--- config.mk ---
export PLATFORM = sky130hd
export DESIGN_NAME = riscboy_ppu_busarb
export DESIGN_NICKNAME = d
export VERILOG_FILES = /design/src/rtl/riscboy_ppu_busarb_pkg.sv /design/src/rtl/riscboy_ppu_busarb_fifo.sv /design/src/rtl/riscboy_ppu_busarb.sv
export SDC_FILE = /design/constraint.sdc
export NUM_CORES = 1
export LEC_CHECK = 0
export CAP_MARGIN = 10
export CORE_MARGIN = 2
export CORE_UTILIZATION = 35
export DETAILED_ROUTE_END_ITERATION = 10
export HOLD_SLACK_MARGIN = 0.08
export PLACE_DENSITY = 0.87
export SETUP_SLACK_MARGIN = 0.02
export SYNTH_ARGS = -nofsm -noshare
export SYNTH_HDL_FRONTEND = slang
export SYNTH_SLANG_ARGS = --single-unit
--- constraint.sdc ---
create_clock -name clk -period 3.95 [get_ports clk]
set_clock_uncertainty 0.15 [all_clocks]
set_input_delay 0.79 -clock clk [delete_from_list [all_inputs] [get_ports clk]]
set_output_delay 0.79 -clock clk [all_outputs]
set_load 0.005 [all_outputs]
--- src/rtl/riscboy_ppu_busarb_pkg.sv ---
// Shared constants for the PPU bus arbiter: requester indices, tag width and lock states.
package riscboy_ppu_busarb_pkg;

    localparam int unsigned PPU_BUSARB_REQ_CMD     = 0;
    localparam int unsigned PPU_BUSARB_REQ_TILEMAP = 1;
    localparam int unsigned PPU_BUSARB_REQ_PIXEL   = 2;

    localparam int unsigned N_BUSARB_REQ = 3;
    localparam int unsigned W_BUSARB_TAG = $clog2(N_BUSARB_REQ);

    localparam logic LOCK_UNLOCKED = 1'b0;
    localparam logic LOCK_LOCKED   = 1'b1;

endpackage

--- src/rtl/riscboy_ppu_busarb_fifo.sv ---
// In-order tag FIFO for the bus arbiter; pointers wrap modulo DEPTH (need not be a power of 2).
module riscboy_ppu_busarb_fifo #(
    parameter int unsigned DEPTH = 4,
    parameter int unsigned WIDTH = 2
) (
    input  logic             clk,
    input  logic             rst_n,
    input  logic             flush_i,
    input  logic             push_i,
    input  logic [WIDTH-1:0] wdata_i,
    input  logic             pop_i,
    output logic [WIDTH-1:0] rdata_o,
    output logic             full_o,
    output logic             empty_o
);

    localparam int unsigned W_PTR   = $clog2(DEPTH);
    localparam int unsigned W_LEVEL = $clog2(DEPTH + 1);

    logic [WIDTH-1:0]   mem_q [DEPTH];
    logic [W_PTR-1:0]   wptr_q, wptr_d;
    logic [W_PTR-1:0]   rptr_q, rptr_d;
    logic [W_LEVEL-1:0] level_q, level_d;
    logic               do_push, do_pop;

    assign full_o  = (level_q == W_LEVEL'(DEPTH));
    assign empty_o = (level_q == '0);
    assign do_push = push_i & ~full_o;
    assign do_pop  = pop_i & ~empty_o;
    assign rdata_o = mem_q[rptr_q];

    always_comb begin
        wptr_d  = wptr_q;
        rptr_d  = rptr_q;
        level_d = level_q;
        if (flush_i) begin
            wptr_d  = '0;
            rptr_d  = '0;
            level_d = '0;
        end else begin
            if (do_push) begin
                wptr_d = (wptr_q == W_PTR'(DEPTH - 1)) ? '0 : wptr_q + 1'b1;
            end
            if (do_pop) begin
                rptr_d = (rptr_q == W_PTR'(DEPTH - 1)) ? '0 : rptr_q + 1'b1;
            end
            case ({do_push, do_pop})
                2'b10:   level_d = level_q + 1'b1;
                2'b01:   level_d = level_q - 1'b1;
                default: level_d = level_q;
            endcase
        end
    end

    always_ff @(posedge clk or negedge rst_n) begin
        if (!rst_n) begin
            wptr_q  <= '0;
            rptr_q  <= '0;
            level_q <= '0;
        end else begin
            wptr_q  <= wptr_d;
            rptr_q  <= rptr_d;
            level_q <= level_d;
        end
    end

    always_ff @(posedge clk) begin
        if (do_push) begin
            mem_q[wptr_q] <= wdata_i;
        end
    end

endmodule

--- src/rtl/riscboy_ppu_busarb.sv ---
// PPU read-port arbiter: grants one requester's address phase and steers returning beats by tag.
// Define RISCBOY_PPU_BUSARB_RR_EN for round-robin arbitration; default is fixed priority.
module riscboy_ppu_busarb
    import riscboy_ppu_busarb_pkg::*;
#(
    parameter int unsigned N_REQ         = 3,
    parameter int unsigned W_ADDR        = 18,
    parameter int unsigned W_DATA        = 16,
    parameter int unsigned MAX_IN_FLIGHT = 4
) (
    input  logic                    clk,
    input  logic                    rst_n,
    input  logic [N_REQ-1:0]        req_vld_i,
    output logic [N_REQ-1:0]        req_rdy_o,
    input  logic [N_REQ*W_ADDR-1:0] req_addr_i,
    output logic [N_REQ-1:0]        rsp_vld_o,
    output logic [W_DATA-1:0]       rsp_data_o,
    output logic                    bus_addr_vld_o,
    input  logic                    bus_addr_rdy_i,
    output logic [W_ADDR-1:0]       bus_addr_o,
    input  logic                    bus_data_vld_i,
    input  logic [W_DATA-1:0]       bus_data_i
);

    localparam int unsigned W_TAG = (N_REQ > 1) ? $clog2(N_REQ) : 1;

    logic [W_ADDR-1:0] req_addr_arr [N_REQ];
    logic              lock_q, lock_d;
    logic [W_TAG-1:0]  lock_gnt_q, lock_gnt_d;
    logic [W_TAG-1:0]  arb_gnt, gnt;
    logic              fifo_full, fifo_empty, fifo_push, fifo_pop;
    logic [W_TAG-1:0]  fifo_head;

    for (genvar i = 0; i < N_REQ; i++) begin : g_addr_unpack
        assign req_addr_arr[i] = req_addr_i[i*W_ADDR +: W_ADDR];
    end

`ifdef RISCBOY_PPU_BUSARB_RR_EN
    logic [W_TAG-1:0] rr_ptr_q, rr_ptr_d;
    logic [W_TAG:0]   rr_idx;
    logic             rr_found;

    // Search starts at rr_ptr and wraps; first valid requester found wins.
    always_comb begin
        arb_gnt  = rr_ptr_q;
        rr_found = 1'b0;
        rr_idx   = '0;
        for (int k = 0; k < int'(N_REQ); k++) begin
            rr_idx = {1'b0, rr_ptr_q} + (W_TAG + 1)'(k);
            if (rr_idx >= (W_TAG + 1)'(N_REQ)) begin
                rr_idx = rr_idx - (W_TAG + 1)'(N_REQ);
            end
            if (!rr_found && req_vld_i[rr_idx[W_TAG-1:0]]) begin
                arb_gnt  = rr_idx[W_TAG-1:0];
                rr_found = 1'b1;
            end
        end
    end

    always_comb begin
        rr_ptr_d = rr_ptr_q;
        if (fifo_push) begin
            rr_ptr_d = (gnt == W_TAG'(N_REQ - 1)) ? '0 : gnt + 1'b1;
        end
    end

    always_ff @(posedge clk or negedge rst_n) begin
        if (!rst_n) begin
            rr_ptr_q <= '0;
        end else begin
            rr_ptr_q <= rr_ptr_d;
        end
    end
`else
    always_comb begin
        arb_gnt = '0;
        for (int k = int'(N_REQ) - 1; k >= 0; k--) begin
            if (req_vld_i[W_TAG'(k)]) begin
                arb_gnt = W_TAG'(k);
            end
        end
    end
`endif

    // A stalled address phase keeps its owner until accepted, overriding arbitration.
    assign gnt            = (lock_q == LOCK_LOCKED) ? lock_gnt_q : arb_gnt;
    assign bus_addr_vld_o = (|req_vld_i) & ~fifo_full;
    assign bus_addr_o     = bus_addr_vld_o ? req_addr_arr[gnt] : '0;
    assign fifo_push      = bus_addr_vld_o & bus_addr_rdy_i;
    assign fifo_pop       = bus_data_vld_i & ~fifo_empty;
    assign rsp_data_o     = bus_data_i;

    always_comb begin
        req_rdy_o = '0;
        rsp_vld_o = '0;
        if (fifo_push) begin
            req_rdy_o[gnt] = 1'b1;
        end
        if (fifo_pop) begin
            rsp_vld_o[fifo_head] = 1'b1;
        end
    end

    always_comb begin
        lock_d     = lock_q;
        lock_gnt_d = lock_gnt_q;
        case (lock_q)
            LOCK_UNLOCKED: begin
                if (bus_addr_vld_o && !bus_addr_rdy_i) begin
                    lock_d     = LOCK_LOCKED;
                    lock_gnt_d = gnt;
                end
            end
            LOCK_LOCKED: begin
                if (fifo_push) begin
                    lock_d = LOCK_UNLOCKED;
                end
            end
        endcase
    end

    always_ff @(posedge clk or negedge rst_n) begin
        if (!rst_n) begin
            lock_q     <= LOCK_UNLOCKED;
            lock_gnt_q <= '0;
        end else begin
            lock_q     <= lock_d;
            lock_gnt_q <= lock_gnt_d;
        end
    end

    riscboy_ppu_busarb_fifo #(
        .DEPTH (MAX_IN_FLIGHT),
        .WIDTH (W_TAG)
    ) u_tag_fifo (
        .clk     (clk),
        .rst_n   (rst_n),
        .flush_i (1'b0),
        .push_i  (fifo_push),
        .wdata_i (gnt),
        .pop_i   (fifo_pop),
        .rdata_o (fifo_head),
        .full_o  (fifo_full),
        .empty_o (fifo_empty)
    );

    for (genvar i = 0; i < N_REQ; i++) begin : g_hold_chk
        a_req_hold: assert property (@(posedge clk) disable iff (!rst_n)
            (req_vld_i[i] && !req_rdy_o[i]) |=> (req_vld_i[i] && $stable(req_addr_arr[i])));
    end

    a_no_orphan_beat: assert property (@(posedge clk) disable iff (!rst_n)
        bus_data_vld_i |-> !fifo_empty);

endmodule

# Yosys cells after proc, flatten, opt, wreduce, memory -nomap -nowiden
# Memories as Yosys holds them, arrays and structs flattened.
# Cells that the tools add are included.
# op_classes
add_sub_neg,4
magnitude_cmp,5
n_eq_ne,5
muxes,21
bitwise,9
reduce_logical,8
# op_table
cell,count
2-to-1 mux 18 bit,3
binary-select mux 18 bit (select 2 bit),1
2-to-1 mux 2 bit,5
== test 2 bit (second input constant),3
< comparator 2 x 3 -> 1 bit (second input constant),2
2-to-1 mux 1 bit,6
2-to-1 mux 3 bit,2
one-hot mux 3 bit (2 select lines),1
bitwise AND 1 bit,5
adder 2 x 1 -> 2 bit (second input constant),2
demux 1 bit (select 2 bit),2
greater-or-equal comparator 2 x 1 -> 1 bit (second input constant),2
adder 3 x 1 -> 3 bit (second input constant),1
== test 3 bit (second input constant),1
greater-or-equal comparator 3 bit (second input constant),1
logical AND 1 bit,3
logical NOT 3 bit,1
inverter 1 bit,3
inverter 2 -> 3 bit,1
OR reduction 3 bit,1
subtractor 3 x 1 -> 3 bit (second input constant),1
== test 2 x 1 -> 1 bit (second input constant),1
one-hot mux 1 bit (2 select lines),1
AND reduction 2 bit,1
other kinds (2),2
# word_totals
register_bits,10
ram_bits,8
n_memories,1
# mem_list
name,depth,width,read_ports,rd_ports_with_merged_regs,wr,line,source
u_tag_fifo.mem_q,4,2,1,0,1,riscboy_ppu_busarb_fifo.sv:20,logic [WIDTH-1:0] mem_q [DEPTH];

# Longest topological paths before layout
# Gate-level depths: netlist of the first run.
# depth
ltp_word,8
ltp_mapped,10

# Cells and area by module
# Synthesis of the first run repeated with hierarchy kept, for this count alone.
# unflattened
hier_cells,159
hier_area_um2,1531.5
# modules_own_cells
module,instances,cells_per_inst,area_each_um2,seq_area_each_um2
riscboy_ppu_busarb_fifo,1,71,845.8,415.4
riscboy_ppu_busarb,1,88,685.7,75.1

# Worst setup path before layout of the first run
# Ideal clock, no wire load.
# synth_path
kind,input -> output
start,in req_vld_i[0]
end,out bus_addr_o[10]
arrival_ns,1.696
slack_ns,1.314
path_stages,5
path_buffers,1
cell_sequence,or3b_1 -> o21ai_2 -> buf_6 -> a222oi_1 -> nor2_1
# synth_via
elab_chain_cells,7
# synth_rtl
element,line,source
"start, declared",riscboy_ppu_busarb.sv:13,"input logic [N_REQ-1:0] req_vld_i,"
2-to-1 mux 2 bit,riscboy_ppu_busarb.sv:78,if (req_vld_i[W_TAG'(k)]) begin
2-to-1 mux 2 bit,riscboy_ppu_busarb.sv:86,assign gnt = (lock_q == LOCK_LOCKED) ? lock_gnt_q : arb_gnt;
inverter 2 -> 3 bit (implied by the code),riscboy_ppu_busarb.sv:88,assign bus_addr_o = bus_addr_vld_o ? req_addr_arr[gnt] : '0;
binary-select mux 18 bit (select 2 bit),riscboy_ppu_busarb.sv:88,
2-to-1 mux 18 bit (implied by the code) (2 in series),riscboy_ppu_busarb.sv:88,
2-to-1 mux 18 bit (*),riscboy_ppu_busarb.sv:88,
"end, declared",riscboy_ppu_busarb.sv:20,"output logic [W_ADDR-1:0] bus_addr_o,"
# Every way passes the cells marked *; elsewhere a longest branch is shown, timed or not. The select of a mux whose other input is x is not followed.

# Worst setup path in the final report of the first run
# layout_path
start,in req_vld_i[1]
end,out bus_addr_o[3]
# layout_via
elab_chain_cells,8
# layout_rtl
element,line
2-to-1 mux 2 bit (2 in series),riscboy_ppu_busarb.sv:78
2-to-1 mux 2 bit,riscboy_ppu_busarb.sv:86
inverter 2 -> 3 bit (implied by the code),riscboy_ppu_busarb.sv:88
binary-select mux 18 bit (select 2 bit),riscboy_ppu_busarb.sv:88
2-to-1 mux 18 bit (implied by the code) (2 in series),riscboy_ppu_busarb.sv:88
2-to-1 mux 18 bit (*),riscboy_ppu_busarb.sv:88
# Marked as above.

==> impl_metrics.env, run 1 <==
export IMPL_ant_nets=0
export IMPL_crit_type="input pin to primary output"
export IMPL_grt_pass1_wl_um=5730
export IMPL_dr_first_iter_drc_count=104
export IMPL_yosys_warnings=0
export IMPL_cts_tree="built"
export IMPL_htree_levels=1
export IMPL_rows=22
export IMPL_yosysUniqueCellTypes=33
export IMPL_yosys_area_top_type_share_pct=18.0
export IMPL_core_area_mm2=0.00374
export IMPL_max_slew_margin_pct=47.9
export IMPL_insertion_delay_ns=0.24
export IMPL_multi_input_area_um2=704
export IMPL_seq_area_frac_synth_pct=35.3
export IMPL_routed_wl_um=3780
export IMPL_first_pass_iters=5
export IMPL_ys_top_cells_by_area="dfrtp_1, edfxtp_1, a222oi_1"
export IMPL_grt_use_total_pct=16.4
export IMPL_synthCells=138
export IMPL_wl_met3_um=298
export IMPL_hp_class="flip-flop to flip-flop"
export IMPL_synthesis_area_mm2=0.00139
export IMPL_tightest_slew_ns=0.776
export IMPL_syn_nets=222
export IMPL_r2r_end="u_tag_fifo.level_q[1]$_DFFE_PN0P_"
export IMPL_io_buffer_count=85
export IMPL_gp_congestion=0.719
export IMPL_peakVddDrop_v=0.000271
export IMPL_drcViolationCount=0
export IMPL_grt_max_degree=20
export IMPL_rsz0062_at_grt="false"
export IMPL_io_pin_count=118
export IMPL_wl_met1_um=1590
export IMPL_yosysTopAreaCell="dfrtp_1"
export IMPL_fp_dieH_um=67.0
export IMPL_die_w_um=67.0
export IMPL_reg2reg_depth=6
export IMPL_cts_post_setup_buffers_inserted=0
export IMPL_crit_fanout=17
export IMPL_power_total_w=0.00122
export IMPL_ys_ff_latch=18
export IMPL_maxCapViolCount=0
export IMPL_area_growth_pct=58.3
export IMPL_power_density_mw_per_mm2=554
export IMPL_seqCellArea_um2=490
export IMPL_place_detailed_hpwl_um=2980
export IMPL_finalSetupViolCount=0
export IMPL_worstSetupStartpointType="input pin"
export IMPL_regToRegSetupSlack_ns=1.53
export IMPL_diodes=0
export IMPL_fin_tns_setup_ns=0
export IMPL_via_count=1343
export IMPL_grt_pass1_vias=1254
export IMPL_worstPathArrival_ns=2.81
export IMPL_fillers=336
export IMPL_min_period_ns=3.75
export IMPL_path_clk_slew_ns=0.07
export IMPL_cp_startpoint="req_vld_i[1]"
export IMPL_wl_met2_um=1870
export IMPL_worst_ep_required_time_ns=3.01
export IMPL_cts_buffer_depth=2
export IMPL_fin_nets=291
export IMPL_cts_root_buf="clkbuf_8"
export IMPL_layout_common_cells="clkdlybuf4s50_1, nor2_1, a222oi_1, dfrtp_1, edfxtp_1"
export IMPL_crit_path_end_kind="primary output"
export IMPL_cts_buffers=3
export IMPL_dieArea_mm2=0.00449
export IMPL_hold_viol_final=0
export IMPL_grt_overflow=0
export IMPL_fin_crit_sh_pct=94.9
export IMPL_reg2reg_from="u_tag_fifo.level_q[0]$_DFFE_PN0P_"
export IMPL_wl_per_cell_um=14.9
export IMPL_status="completed"
export IMPL_initial_core_util_pct=37.1
export IMPL_max_freq_mhz=267
export IMPL_leakagePower_nw=0.909
export IMPL_highest_layer="met4"
export IMPL_drv_slew=0
export IMPL_postSynthAreaPerCell_um2=10.1
export IMPL_final_common_cell="clkdlybuf4s50_1"
export IMPL_cp_endpoint="bus_addr_o[3]"
export IMPL_antenna_found_initial=0
export IMPL_clock_sinks=18
export IMPL_viasPerCell=5.29
export IMPL_drive_gt1_share_pct=8.25
[cells by family after synthesis]
logic type,share of synthesized area [%]
xor gates and xnor gates,1.89
adders and majority gates,6.85
AOI/OAI and AO/OA,17.2
muxes,7.30
DFF,35.3
buffers and inverters,14.5
and+or+nand+nor,16.9
[registers in the layout, summed over array words and instances, names as in the netlist, named ones only]
signal              flops
u_tag_fifo.rptr_q       2
lock_gnt_q              2
u_tag_fifo.wptr_q       2
u_tag_fifo.level_q      3
u_tag_fifo.mem_q        8
[layout make-up]
cell class,count,share of cell area [%]
multi-input combinational,90,32.0
inverter,8,1.37
tap,48,2.73
sequential,18,22.3
timing repair buffer,86,39.0
clock buffer,4,2.50
[metrics by stage]
step,instances,hold WS (ns),cell area [um^2],setup WS (ns),util (%)
4_1_cts,254,0.390,2190,0.141,58.5
3_5_place_dp,250,0.381,2140,0.150,57.1
6_report,254,0.380,2200,0.202,58.7
3_3_place_gp,250,0.348,2140,0.149,57.1
5_1_grt,254,0.409,2200,0.0472,58.7
2_1_floorplan,138,0.316,1390,1.31,-
[synthesized netlist by cell type]
| library cell | count |
|---|---|
| nor3_1 | 4 |
| mux4_2 | 2 |
| nor2b_4 | 1 |
| o21ai_2 | 1 |
| edfxtp_1 | 8 |
| mux2_2 | 5 |
| o31ai_1 | 1 |
| o21a_1 | 1 |
| and2_1 | 1 |
| fa_1 | 1 |
| o2bb2ai_2 | 1 |
| dfrtp_1 | 10 |
| nor2_1 | 23 |
| buf_6 | 2 |
| nor2b_1 | 1 |
| xnor2_1 | 1 |
| nor3b_1 | 2 |
| and2_2 | 1 |
| nand2_1 | 7 |
| a21o_1 | 2 |
| buf_4 | 16 |
| and3_2 | 1 |
| inv_1 | 7 |
| a222oi_1 | 18 |
| or3b_1 | 1 |
| buf_8 | 1 |
| o21ai_0 | 1 |
| clkbuf_1 | 1 |
| clkinv_1 | 1 |
| and3_1 | 6 |
| buf_2 | 2 |
| xor2_1 | 2 |
| ha_1 | 6 |
[routing by layer]
layer | vias up | GRT usage [%]
met2 | 53 | 29.3
met5 | - | 0
li1 | 637 | -
met4 | 0 | 3.32
met1 | 647 | 20.4
met3 | 6 | 3.21
[worst max-delay path: stages]
cell             delay (ns)
clkdlybuf4s50_1        0.42
nor2b_1                0.17
o2bb2ai_2              0.59
a222oi_1               0.20
nor2_1                 0.13
clkdlybuf4s50_1        0.51
[worst min-delay path by stage]
stage | startpoint | slack (ns) | cells past startpoint | to
3_3_place_gp | u_tag_fifo.level_q[2]$_DFFE_PN0P_ | 0.35 | 1 | u_tag_fifo.level_q[2]$_DFFE_PN0P_
3_5_place_dp | u_tag_fifo.level_q[2]$_DFFE_PN0P_ | 0.38 | 1 | u_tag_fifo.level_q[2]$_DFFE_PN0P_
2_1_floorplan | u_tag_fifo.level_q[2]$_DFFE_PN0P_ | 0.32 | 1 | u_tag_fifo.level_q[2]$_DFFE_PN0P_
6_report | u_tag_fifo.level_q[2]$_DFFE_PN0P_ | 0.38 | 1 | u_tag_fifo.level_q[2]$_DFFE_PN0P_
4_1_cts | u_tag_fifo.level_q[2]$_DFFE_PN0P_ | 0.39 | 1 | u_tag_fifo.level_q[2]$_DFFE_PN0P_
5_1_grt | u_tag_fifo.level_q[2]$_DFFE_PN0P_ | 0.41 | 1 | u_tag_fifo.level_q[2]$_DFFE_PN0P_
[power breakdown]
group / switching [W] / total [W] / internal [W]
Sequential: 0.0000665 / 0.000331 / 0.000265
Combinational: 0.000315 / 0.000741 / 0.000425
Clock: 0.0000570 / 0.000145 / 0.0000883
[timing repair]
action | 4_1_cts | 5_1_grt
hold buffers | 0 | 0
resized for setup | 0 | 1
endpoints found under the hold margin | 0 | 0
endpoints found under the setup margin | 0 | 1
(Power assumes the default switching activity.)
==> run 2, diff against run 1 <==
- MAX_ROUTING_LAYER: unset -> met4
==> run 2 against run 1 <==
Net effect:
- maximum frequency increased by 0.23%
- sequential power is essentially flat
- critical endpoint unchanged
- final cell count is the same
- die area stayed put
- highest routed layer unchanged
- count of clock-buffer cells in the layout did not move
- via count shrank 0.15%
- core utilization unchanged
==> impl_metrics.env, run 2 (synthesis gave the netlist of run 1 again) <==
export IMPL_status="completed"
export IMPL_grt_pass1_wl_um=5730
export IMPL_whs_ns=0.380
export IMPL_cts_buffers=3
export IMPL_initial_core_util_pct=37.1
export IMPL_r2r_end="u_tag_fifo.level_q[1]$_DFFE_PN0P_"
export IMPL_hp_start="u_tag_fifo.level_q[2]$_DFFE_PN0P_"
export IMPL_dr_first_iter_drc_count=107
export IMPL_maxCapViolCount=0
export IMPL_antenna_found_initial=0
export IMPL_diodes=0
export IMPL_regToRegSetupSlack_ns=1.53
export IMPL_cts_root_buf="clkbuf_8"
export IMPL_worstSetupStartpointType="input pin"
export IMPL_rows=22
export IMPL_hold_path_end="u_tag_fifo.level_q[2]$_DFFE_PN0P_"
export IMPL_die_w_um=67.0
export IMPL_max_freq_mhz=267
export IMPL_hp_class="flip-flop to flip-flop"
export IMPL_min_period_ns=3.74
export IMPL_crit_fanout=17
export IMPL_worst_ep_required_time_ns=3.01
export IMPL_cts_buffer_depth=2
export IMPL_area_growth_pct=58.3
export IMPL_whs_path_depth=1
export IMPL_reg2reg_depth=6
export IMPL_fin_crit_sh_pct=94.7
export IMPL_drv_slew=0
export IMPL_peakVddDrop_v=0.000272
export IMPL_hold_viol_final=0
export IMPL_fillers=336
export IMPL_io_buffer_count=85
export IMPL_core_area_mm2=0.00374
export IMPL_fin_nets=291
export IMPL_insertion_delay_ns=0.24
export IMPL_crit_path_end_kind="primary output"
export IMPL_grt_use_total_pct=16.8
export IMPL_routed_wl_um=3770
export IMPL_largest_reg_flops=8
export IMPL_gp_congestion=0.727
export IMPL_crit_type="input pin to primary output"
export IMPL_layout_common_cells="clkdlybuf4s50_1, nor2_1, a222oi_1, dfrtp_1, edfxtp_1"
export IMPL_worstPathArrival_ns=2.80
export IMPL_via_count=1341
export IMPL_fin_tns_setup_ns=0
export IMPL_max_slew_margin_pct=47.9
export IMPL_tightest_slew_ns=0.776
export IMPL_final_common_cell="clkdlybuf4s50_1"
export IMPL_grt_pass1_vias=1253
export IMPL_wl_per_cell_um=14.9
export IMPL_viasPerCell=5.28
export IMPL_first_pass_iters=6
export IMPL_io_pin_count=118
export IMPL_htree_levels=1
export IMPL_grt_max_degree=20
export IMPL_grt_overflow=0
export IMPL_cts_tree="built"
export IMPL_path_clk_slew_ns=0.06
export IMPL_leakagePower_nw=0.909
export IMPL_place_detailed_hpwl_um=2980
export IMPL_finish_utilization_pct=58.7
export IMPL_dieArea_mm2=0.00449
export IMPL_drcViolationCount=0
export IMPL_fp_dieH_um=67.0
export IMPL_top_register="u_tag_fifo.mem_q"
export IMPL_rsz0062_at_grt="false"
export IMPL_reg2reg_from="u_tag_fifo.level_q[0]$_DFFE_PN0P_"
export IMPL_ant_nets=0
export IMPL_finalSetupViolCount=0
export IMPL_clock_sinks=18
export IMPL_hold_buffers=0
export IMPL_power_density_mw_per_mm2=553
export IMPL_top_regs="u_tag_fifo.mem_q: 8 flops, u_tag_fifo.level_q: 3 flops"
export IMPL_drive_gt1_share_pct=8.25
run 2: cell counts in the layout (fill, tap and decap cells not counted):
Identical to the previous run, type by type.
run 2: layout make-up:
| type | count | area [um^2] | area share (%) |
|---|---|---|---|
| Timing Repair Buffer | 86 | 858 | 39.0 |
| Multi-Input combinational cell | 90 | 704 | 32.0 |
| Inverter | 8 | 30.0 | 1.37 |
| Sequential cell | 18 | 490 | 22.3 |
| Clock buffer | 4 | 55.1 | 2.50 |
| Tap cell | 48 | 60.1 | 2.73 |
run 2: repair_timing:
action / in CTS / in global routing
setup buffers: 0 / 0
resized for setup: 0 / 1
setup endpoints to repair: 0 / 1
run 2: power breakdown:
group / internal [W] / leakage, nW / switching [W]
combinational: 0.000425 / 0.684 / 0.000315
sequential: 0.000265 / 0.197 / 0.0000662
clock: 0.0000883 / 0.0288 / 0.0000569
run 2: worst max-delay path by stage:
stage | to | start | cells after the start
after floorplan | bus_addr_o[10] | req_vld_i[0] | 5
after global placement | bus_addr_o[5] | req_vld_i[1] | 6
after detailed placement | bus_addr_o[13] | req_vld_i[1] | 6
after CTS | bus_addr_o[13] | req_vld_i[1] | 6
after global routing | bus_addr_o[5] | req_vld_i[1] | 6
final | bus_addr_o[3] | req_vld_i[1] | 6
run 2: layer usage:
| layer | vias to the layer above | GRT usage [%] | part of all wire [%] | wire (um) |
|---|---|---|---|---|
| met4 | 0 | 3.32 | 0.95 | 36 |
| li1 | 637 | - | - | - |
| met2 | 58 | 29.3 | 50 | 1870 |
| met3 | 10 | 3.04 | 7.9 | 297 |
| met1 | 636 | 20.5 | 42 | 1570 |
| met5 | - | - | 0 | 0 |
run 2: per-stage QoR:
step	setup WS [ns]	area (um^2)	total power, W	instances
after floorplan	1.31	1390	0.000729	138
after CTS	0.141	2190	0.00123	254
after detailed placement	0.150	2140	0.00107	250
after global routing	0.0472	2200	0.00131	254
final	0.211	2200	0.00122	254
after global placement	0.149	2140	0.00105	250
run 2: critical path, stage by stage:
cell and delay (ns):
clkdlybuf4s50_1 0.42, nor2b_1 0.17, o2bb2ai_2 0.58, a222oi_1 0.20, nor2_1 0.13, clkdlybuf4s50_1 0.51
